**src/rtl/rf68000_nic_arb.sv**
```systemverilog
// rf68000_nic_arb: round-robin arbiter sharing one rf68000_nic slave port among N bus masters.
// Ports:
//   clk_i, rst_i      clock, asynchronous active-high reset
//   req_*_i           per-requester master buses, requester n occupies slice n of each packed vector
//   req_*_o           terminations back to requesters; req_aack_o routed by tag; req_dat_o shared
//   s_*_o / s_*_i     the single NIC slave port
//   gnt_o             registered one-hot grant (zero when no requester owns the port)
module rf68000_nic_arb #(
   parameter int                  N        = 4,
   parameter int                  TMO_BITS = 10,
   parameter logic [TMO_BITS-1:0] TMO      = TMO_BITS'(1000)
) (
   input  logic            clk_i,
   input  logic            rst_i,
   input  logic [N-1:0]    req_cyc_i,
   input  logic [N-1:0]    req_stb_i,
   input  logic [N-1:0]    req_we_i,
   input  logic [3*N-1:0]  req_cti_i,
   input  logic [4*N-1:0]  req_sel_i,
   input  logic [3*N-1:0]  req_fc_i,
   input  logic [32*N-1:0] req_adr_i,
   input  logic [32*N-1:0] req_dat_i,
   output logic [N-1:0]    req_ack_o,
   output logic [N-1:0]    req_err_o,
   output logic [N-1:0]    req_rty_o,
   output logic [N-1:0]    req_vpa_o,
   output logic [N-1:0]    req_aack_o,
   output logic [31:0]     req_dat_o,
   output logic            s_cyc_o,
   output logic            s_stb_o,
   output logic            s_we_o,
   output logic [2:0]      s_cti_o,
   output logic [3:0]      s_sel_o,
   output logic [2:0]      s_fc_o,
   output logic [31:0]     s_adr_o,
   output logic [31:0]     s_dat_o,
   input  logic            s_ack_i,
   input  logic            s_err_i,
   input  logic            s_rty_i,
   input  logic            s_vpa_i,
   input  logic            s_aack_i,
   input  logic [3:0]      s_atag_i,
   input  logic [31:0]     s_dat_i,
   output logic [N-1:0]    gnt_o
);
   typedef enum logic [1:0] {S_IDLE, S_GRANT, S_RELEASE, S_TMO} state_t;
   localparam logic [3:0] NT = 4'(N);
   state_t              r_state;
   logic [N-1:0]        r_gnt;
   logic [1:0]          r_ptr;
   logic [TMO_BITS-1:0] r_cnt;
   logic [TMO_BITS-1:0] w_cnt_n;
   logic [1:0]          w_sel;
   logic                w_any, w_gr, w_hold, w_term;
   logic [3:0]          w_cyc, w_stb, w_we, w_req;
   logic [2:0]          w_cti [4];
   logic [2:0]          w_fc [4];
   logic [3:0]          w_bsel [4];
   logic [31:0]         w_adr [4];
   logic [31:0]         w_dat [4];
   // Requester buses are padded to four slots so the 2-bit pointer can index them directly.
   for (genvar i = 0; i < 4; i++) begin : g_req
      if (i < N) begin : g_on
         assign w_cyc[i]  = req_cyc_i[i];
         assign w_stb[i]  = req_stb_i[i];
         assign w_we[i]   = req_we_i[i];
         assign w_cti[i]  = req_cti_i[3*i +: 3];
         assign w_fc[i]   = req_fc_i[3*i +: 3];
         assign w_bsel[i] = req_sel_i[4*i +: 4];
         assign w_adr[i]  = req_adr_i[32*i +: 32];
         assign w_dat[i]  = req_dat_i[32*i +: 32];
      end else begin : g_off
         assign w_cyc[i]  = 1'b0;
         assign w_stb[i]  = 1'b0;
         assign w_we[i]   = 1'b0;
         assign w_cti[i]  = '0;
         assign w_fc[i]   = '0;
         assign w_bsel[i] = '0;
         assign w_adr[i]  = '0;
         assign w_dat[i]  = '0;
      end
   end
   assign w_req = w_cyc & w_stb;
   // Scan ptr+N down to ptr+1 so the last hit, i.e. the nearest after ptr, wins.
   always_comb begin
      w_sel = r_ptr;
      w_any = 1'b0;
      for (int k = N; k >= 1; k--) begin
         if (w_req[2'((int'(r_ptr) + k) % N)]) begin
            w_sel = 2'((int'(r_ptr) + k) % N);
            w_any = 1'b1;
         end
      end
   end
   assign w_gr    = r_state == S_GRANT;
   assign w_hold  = w_cyc[r_ptr];
   assign w_term  = s_ack_i | s_err_i | s_rty_i | s_vpa_i;
   assign w_cnt_n = r_cnt + 1'b1;
   assign s_cyc_o = w_gr & w_cyc[r_ptr];
   assign s_stb_o = w_gr & w_stb[r_ptr];
   assign s_we_o  = w_gr & w_we[r_ptr];
   assign s_cti_o = w_gr ? w_cti[r_ptr] : '0;
   assign s_fc_o  = w_gr ? w_fc[r_ptr] : '0;
   assign s_sel_o = w_gr ? w_bsel[r_ptr] : '0;
   assign s_adr_o = w_gr ? w_adr[r_ptr] : '0;
   assign s_dat_o = w_gr ? w_dat[r_ptr] : '0;
   assign req_ack_o = w_gr ? r_gnt & {N{s_ack_i}} : '0;
   assign req_rty_o = w_gr ? r_gnt & {N{s_rty_i}} : '0;
   assign req_vpa_o = w_gr ? r_gnt & {N{s_vpa_i}} : '0;
   // A timed-out owner keeps seeing err for as long as it still holds cyc.
   assign req_err_o = (w_gr ? r_gnt & {N{s_err_i}} : '0) | (r_state == S_TMO ? r_gnt & req_cyc_i : '0);
   assign req_aack_o = (s_aack_i && s_atag_i < NT) ? N'(1) << s_atag_i[1:0] : '0;
   assign req_dat_o  = s_dat_i;
   assign gnt_o      = r_gnt;
   always_ff @(posedge clk_i or posedge rst_i) begin
      if (rst_i) begin
         r_state <= S_IDLE;
         r_gnt   <= '0;
         r_ptr   <= 2'(N - 1);
         r_cnt   <= '0;
      end else begin
         case (r_state)
            S_IDLE, S_RELEASE: begin
               r_state <= w_any ? S_GRANT : S_IDLE;
               r_gnt   <= w_any ? N'(1) << w_sel : '0;
               r_ptr   <= w_any ? w_sel : r_ptr;
               r_cnt   <= '0;
            end
            S_GRANT: begin
               if (!w_hold) begin
                  r_state <= S_RELEASE;
                  r_gnt   <= '0;
                  r_cnt   <= '0;
               end else if (w_term) begin
                  r_cnt   <= '0;
               end else begin
                  r_cnt   <= w_cnt_n;
                  // A termination in the same cycle takes the branch above, so the ack wins.
                  if (w_cnt_n == TMO) r_state <= S_TMO;
               end
            end
            default: begin
               if (!w_hold) begin
                  r_state <= S_RELEASE;
                  r_gnt   <= '0;
               end
            end
         endcase
      end
   end
endmodule

```
**config.mk**
```make
export PLATFORM = sky130hd
export DESIGN_NAME = rf68000_nic_arb
export DESIGN_NICKNAME = d
export VERILOG_FILES = /design/src/rtl/rf68000_nic_arb.sv
export SDC_FILE = /design/constraint.sdc
export NUM_CORES = 1
export LEC_CHECK = 0
export ABC_CLOCK_PERIOD_IN_PS = 3000
export CORE_AREA = 2 2 190 192
export CTS_CLUSTER_DIAMETER = 50
export DETAILED_ROUTE_END_ITERATION = 8
export DIE_AREA = 0 0 192 194
export PLACE_DENSITY = 0.51
export SYNTH_ARGS = -nofsm -noshare
export SYNTH_HDL_FRONTEND = slang
export SYNTH_SLANG_ARGS = --single-unit
```
**constraint.sdc**
```tcl
create_clock -name clk_i -period 3 [get_ports clk_i]
set_clock_uncertainty 0.15 [all_clocks]
set_input_delay 0.75 -clock clk_i [delete_from_list [all_inputs] [get_ports clk_i]]
set_output_delay 0.75 -clock clk_i [all_outputs]
set_load 0.02 [all_outputs]
```
==> impl_results.html <==
<table>
<tr><th>Metric</th><th>Value</th></tr>
<tr><th colspan="2">Worst setup path</th></tr>
<tr><td>Worst EP required</td><td>2.10 ns</td></tr>
<tr><td>Arrival time of data at the critical path endpoint</td><td>2.12 ns</td></tr>
<tr><td>Category of the worst setup path capture point</td><td>primary output</td></tr>
<tr><td>Reg2reg path depth</td><td>8</td></tr>
<tr><td>Crit path launch type</td><td>flip-flop</td></tr>
<tr><td>Critical Path Fanout Max</td><td>6</td></tr>
<tr><td>WS Path Type</td><td>reg -&gt; out</td></tr>
<tr><th colspan="2">Clock tree</th></tr>
<tr><td>Count of clock tree sinks</td><td>18</td></tr>
<tr><td>CTS tree</td><td>done</td></tr>
<tr><td>Maximum level of the CTS H-tree</td><td>1</td></tr>
<tr><td>Clock Pin Slew Worst Setup and Hold Paths</td><td>0.06 ns</td></tr>
<tr><td>Clock latency of the later-clocked register in the worst-skew pair</td><td>0.25 ns</td></tr>
<tr><td>Clock tree buffer depth</td><td>2</td></tr>
<tr><td>Clock root buffer</td><td>clkbuf_16</td></tr>
<tr><td>Number of hold-repair buffers added at the cts stage</td><td>0</td></tr>
<tr><td>CTS buffer count</td><td>3</td></tr>
<tr><th colspan="2">Final layout</th></tr>
<tr><td>Top library cells by usage in the layout, fill and taps aside</td><td>325 x clkdlybuf4s50_1, 77 x mux4_2, 55 x and2_1</td></tr>
<tr><td>Share of layout cells above drive strength 1</td><td>32.5%</td></tr>
<tr><td>Combined area of the multi-input logic cells</td><td>3080 µm²</td></tr>
<tr><td>Number of nets at the end of the flow</td><td>1149</td></tr>
<tr><td>Flip-flop and latch area</td><td>460 µm²</td></tr>
<tr><td>Most frequent standard cell in the layout excluding fill and tap cells</td><td>clkdlybuf4s50_1</td></tr>
<tr><td>Total of fill cells in the finished design</td><td>3797</td></tr>
<tr><td>Layout area overhead</td><td>130%</td></tr>
<tr><td>Ant. Diodes</td><td>0</td></tr>
<tr><th colspan="2">Timing</th></tr>
<tr><td>Max Fclk</td><td>331 MHz</td></tr>
<tr><td>Worst slew margin relative to its limit</td><td>52.8%</td></tr>
<tr><td>Final Worst Setup Slack</td><td>-0.0208 ns</td></tr>
<tr><td>Part of the cycle the worst path needs</td><td>101%</td></tr>
<tr><td>Max Slew Vio Count</td><td>0</td></tr>
<tr><td>Final hold slack</td><td>0.397 ns</td></tr>
<tr><td>Final TNS setup</td><td>-0.0610 ns</td></tr>
<tr><td>Unrepaired setup endpoints after global routing</td><td>yes</td></tr>
<tr><td>Tmin final</td><td>3.02 ns</td></tr>
<tr><td>Number of endpoints with negative hold slack in the final report</td><td>0</td></tr>
<tr><td>Setup-violating endpoint count in the final report</td><td>6</td></tr>
<tr><td>Transition at the pin with the smallest max-transition slack</td><td>0.707 ns</td></tr>
<tr><th colspan="2">Yosys</th></tr>
<tr><td>Area of the mapped netlist</td><td>3880 µm²</td></tr>
<tr><td>Count of unique library cells instantiated by Yosys</td><td>45</td></tr>
<tr><td>Synth Flop Type</td><td>dfrtp_1</td></tr>
<tr><td>Yosys reg bits</td><td>18</td></tr>
<tr><td>Biggest area consumer among synthesized cells</td><td>mux4_2</td></tr>
<tr><td>Syn Area/Cell</td><td>10.3 µm²</td></tr>
<tr><td>Area share of the largest cell type after synthesis</td><td>44.7%</td></tr>
<tr><td>Number of enable flip-flop cells after synthesis</td><td>0</td></tr>
<tr><td>Synthesized instance count</td><td>376</td></tr>
<tr><td>Share of synthesized area occupied by flip-flops and latches</td><td>11.7%</td></tr>
<tr><td>Net count after synthesis</td><td>728</td></tr>
<tr><td>Synth Warn #</td><td>0</td></tr>
<tr><td>Share of flip-flops with an asynchronous set or reset</td><td>100%</td></tr>
<tr><td>Top post-synthesis cells by area</td><td>mux4_2 45%, and2_1 13%, dfrtp_1 10%</td></tr>
<tr><th colspan="2">Floorplanning</th></tr>
<tr><td>Die Width</td><td>192 µm</td></tr>
<tr><td>Initial Util</td><td>11.0%</td></tr>
<tr><td>Core Area</td><td>35200 µm²</td></tr>
<tr><td>Total I/O pin count</td><td>484</td></tr>
<tr><td>Die height</td><td>194 µm</td></tr>
<tr><td>Row cnt</td><td>69</td></tr>
<tr><td>Total Die Area</td><td>37200 µm²</td></tr>
<tr><th colspan="2">Drt</th></tr>
<tr><td>Post-detailed-route wirelength per cell</td><td>20.2 µm</td></tr>
<tr><td>Residual DRC count</td><td>0</td></tr>
<tr><td>Total wire length</td><td>25400 µm</td></tr>
<tr><td>Number of antenna-violating nets in the routed design</td><td>0</td></tr>
<tr><td>Vias after detailed routing</td><td>4955</td></tr>
<tr><td>Count of TritonRoute iterations in the first routing pass</td><td>4</td></tr>
<tr><td>DRT iter0 DRCs</td><td>212</td></tr>
<tr><td>Average vias per placed instance</td><td>3.94</td></tr>
<tr><th colspan="2">GRT</th></tr>
<tr><td>Maximum number of pins on one net before global-route repair</td><td>49</td></tr>
<tr><td>Antenna violations before repair</td><td>8</td></tr>
<tr><td>Vias in the first global route</td><td>5153</td></tr>
<tr><td>Global router's overall resource usage</td><td>12.5%</td></tr>
<tr><td>Global-route wire length before repair</td><td>34500 µm</td></tr>
<tr><td>GRT overflow</td><td>0</td></tr>
<tr><th colspan="2">Placed design</th></tr>
<tr><td>Input/output buffers</td><td>419</td></tr>
<tr><td>Last weighted congestion value of the routability-driven placer</td><td>0.865</td></tr>
<tr><td>Sum of net half-perimeters after detailed placement</td><td>21200 µm</td></tr>
<tr><td>Setup WS pre-CTS</td><td>-0.419 ns</td></tr>
<tr><th colspan="2">Worst hold path</th></tr>
<tr><td>Number of stages on the worst hold path</td><td>1</td></tr>
<tr><td>Type of the tightest min-delay check</td><td>reg -&gt; reg</td></tr>
<tr><th colspan="2">Power</th></tr>
<tr><td>Overall power after layout</td><td>0.00618 W</td></tr>
<tr><td>Leakage dissipation</td><td>3.71 nW</td></tr>
<tr><td>Worst vdd rail ir drop</td><td>0.330 mV</td></tr>
<tr><td>Pwr per Cell Area</td><td>691 nW/µm²</td></tr>
<tr><th colspan="2">Run</th></tr>
<tr><td># Max-Cap Violations</td><td>0</td></tr>
<tr><th colspan="2">Status</th></tr>
<tr><td>Failing checks</td><td>negative setup slack</td></tr>
<tr><td>Outcome</td><td>complete, but fails checks</td></tr>
</table>
[flip-flops by register name (all words and copies together), names as in the netlist]
name and count:
r_cnt 10, r_state 2, gnt_o 4, r_ptr 2
[layout make-up]
type | instances | area share [%]
clock buffers | 4 | 0.993
inverters | 7 | 0.294
multi-input cells | 287 | 34.5
flip-flops and latches | 18 | 5.15
well taps | 461 | 6.45
repair buffers | 480 | 52.7
[metal layers]
layer	vias to the layer above	routed length [µm]	global-route usage, %
met4	12	165	1.53
met3	24	2250	3.24
met1	2396	9930	14.5
met5	-	77	0
li1	2262	-	-
met2	261	12900	23.2
[synthesized netlist by cell type, types with 4 or more instances]
| cell type | number |
|---|---|
| and2_1 | 81 |
| mux4_2 | 77 |
| buf_4 | 38 |
| nand2_1 | 25 |
| dfrtp_1 | 16 |
| and3_1 | 15 |
| clkbuf_1 | 15 |
| o21ai_0 | 13 |
| a21oi_1 | 11 |
| buf_2 | 9 |
| nor3_1 | 8 |
| inv_1 | 7 |
| nor2_1 | 7 |
| nand3_1 | 5 |
| nand2b_1 | 4 |
[critical path, cell delays in order, from the launching register on]
cell,delay [ns]
dfstp_4,0.68
buf_12,0.14
buf_12,0.12
clkbuf_16,0.14
mux4_2,0.50
and2_4,0.17
buf_6,0.12
[cell families after synthesis]
| kind of cell | synth area share, % |
|---|---|
| simple gates | 24.5 |
| mux | 45.0 |
| buf+inv | 10.8 |
| compound gates | 7.54 |
| flops | 11.7 |
| xor+xnor | 0.226 |
| fa+ha+maj | 0.322 |
[through the flow]
step                      util, %  cells  area, µm²
after floorplan                 -    376       3880
final                        25.4   1257       8950
after global routing         25.4   1257       8950
after CTS                    25.0   1253       8820
after detailed placement     24.8   1235       8740
after global placement       24.8   1235       8740
[power by group]
part	switching, W	internal, W
clock	0.0000961	0.000203
sequential	0.0000973	0.000310
combinational	0.00248	0.00300
total	0.00267	0.00351
[worst paths after layout]
path	end	start	slack, ns
worst max-delay path	s_dat_o[3]	r_ptr[0]$_DFFE_PP1P_	-0.02
worst min-delay path	r_cnt[7]$_DFFE_PP0N_	r_cnt[7]$_DFFE_PP0N_	0.40
worst max register to register	r_cnt[6]$_DFFE_PP0N_	r_ptr[0]$_DFFE_PP1P_	0.54
worst min register to register	r_cnt[7]$_DFFE_PP0N_	r_cnt[7]$_DFFE_PP0N_	0.40
max in group asynchronous	r_cnt[9]$_DFFE_PP0N_	rst_i	1.49
min in group asynchronous	r_cnt[1]$_DFFE_PP0N_	rst_i	0.76
[repair_timing]
action	CTS	global route
gates cloned	2	2
gates resized for setup	283	100
setup endpoints to repair	82	67
pin swaps	0	1
endpoints found under the hold margin	0	0
buffers inserted	12	6
No activity file was read; power rests on OpenSTA's default activity.
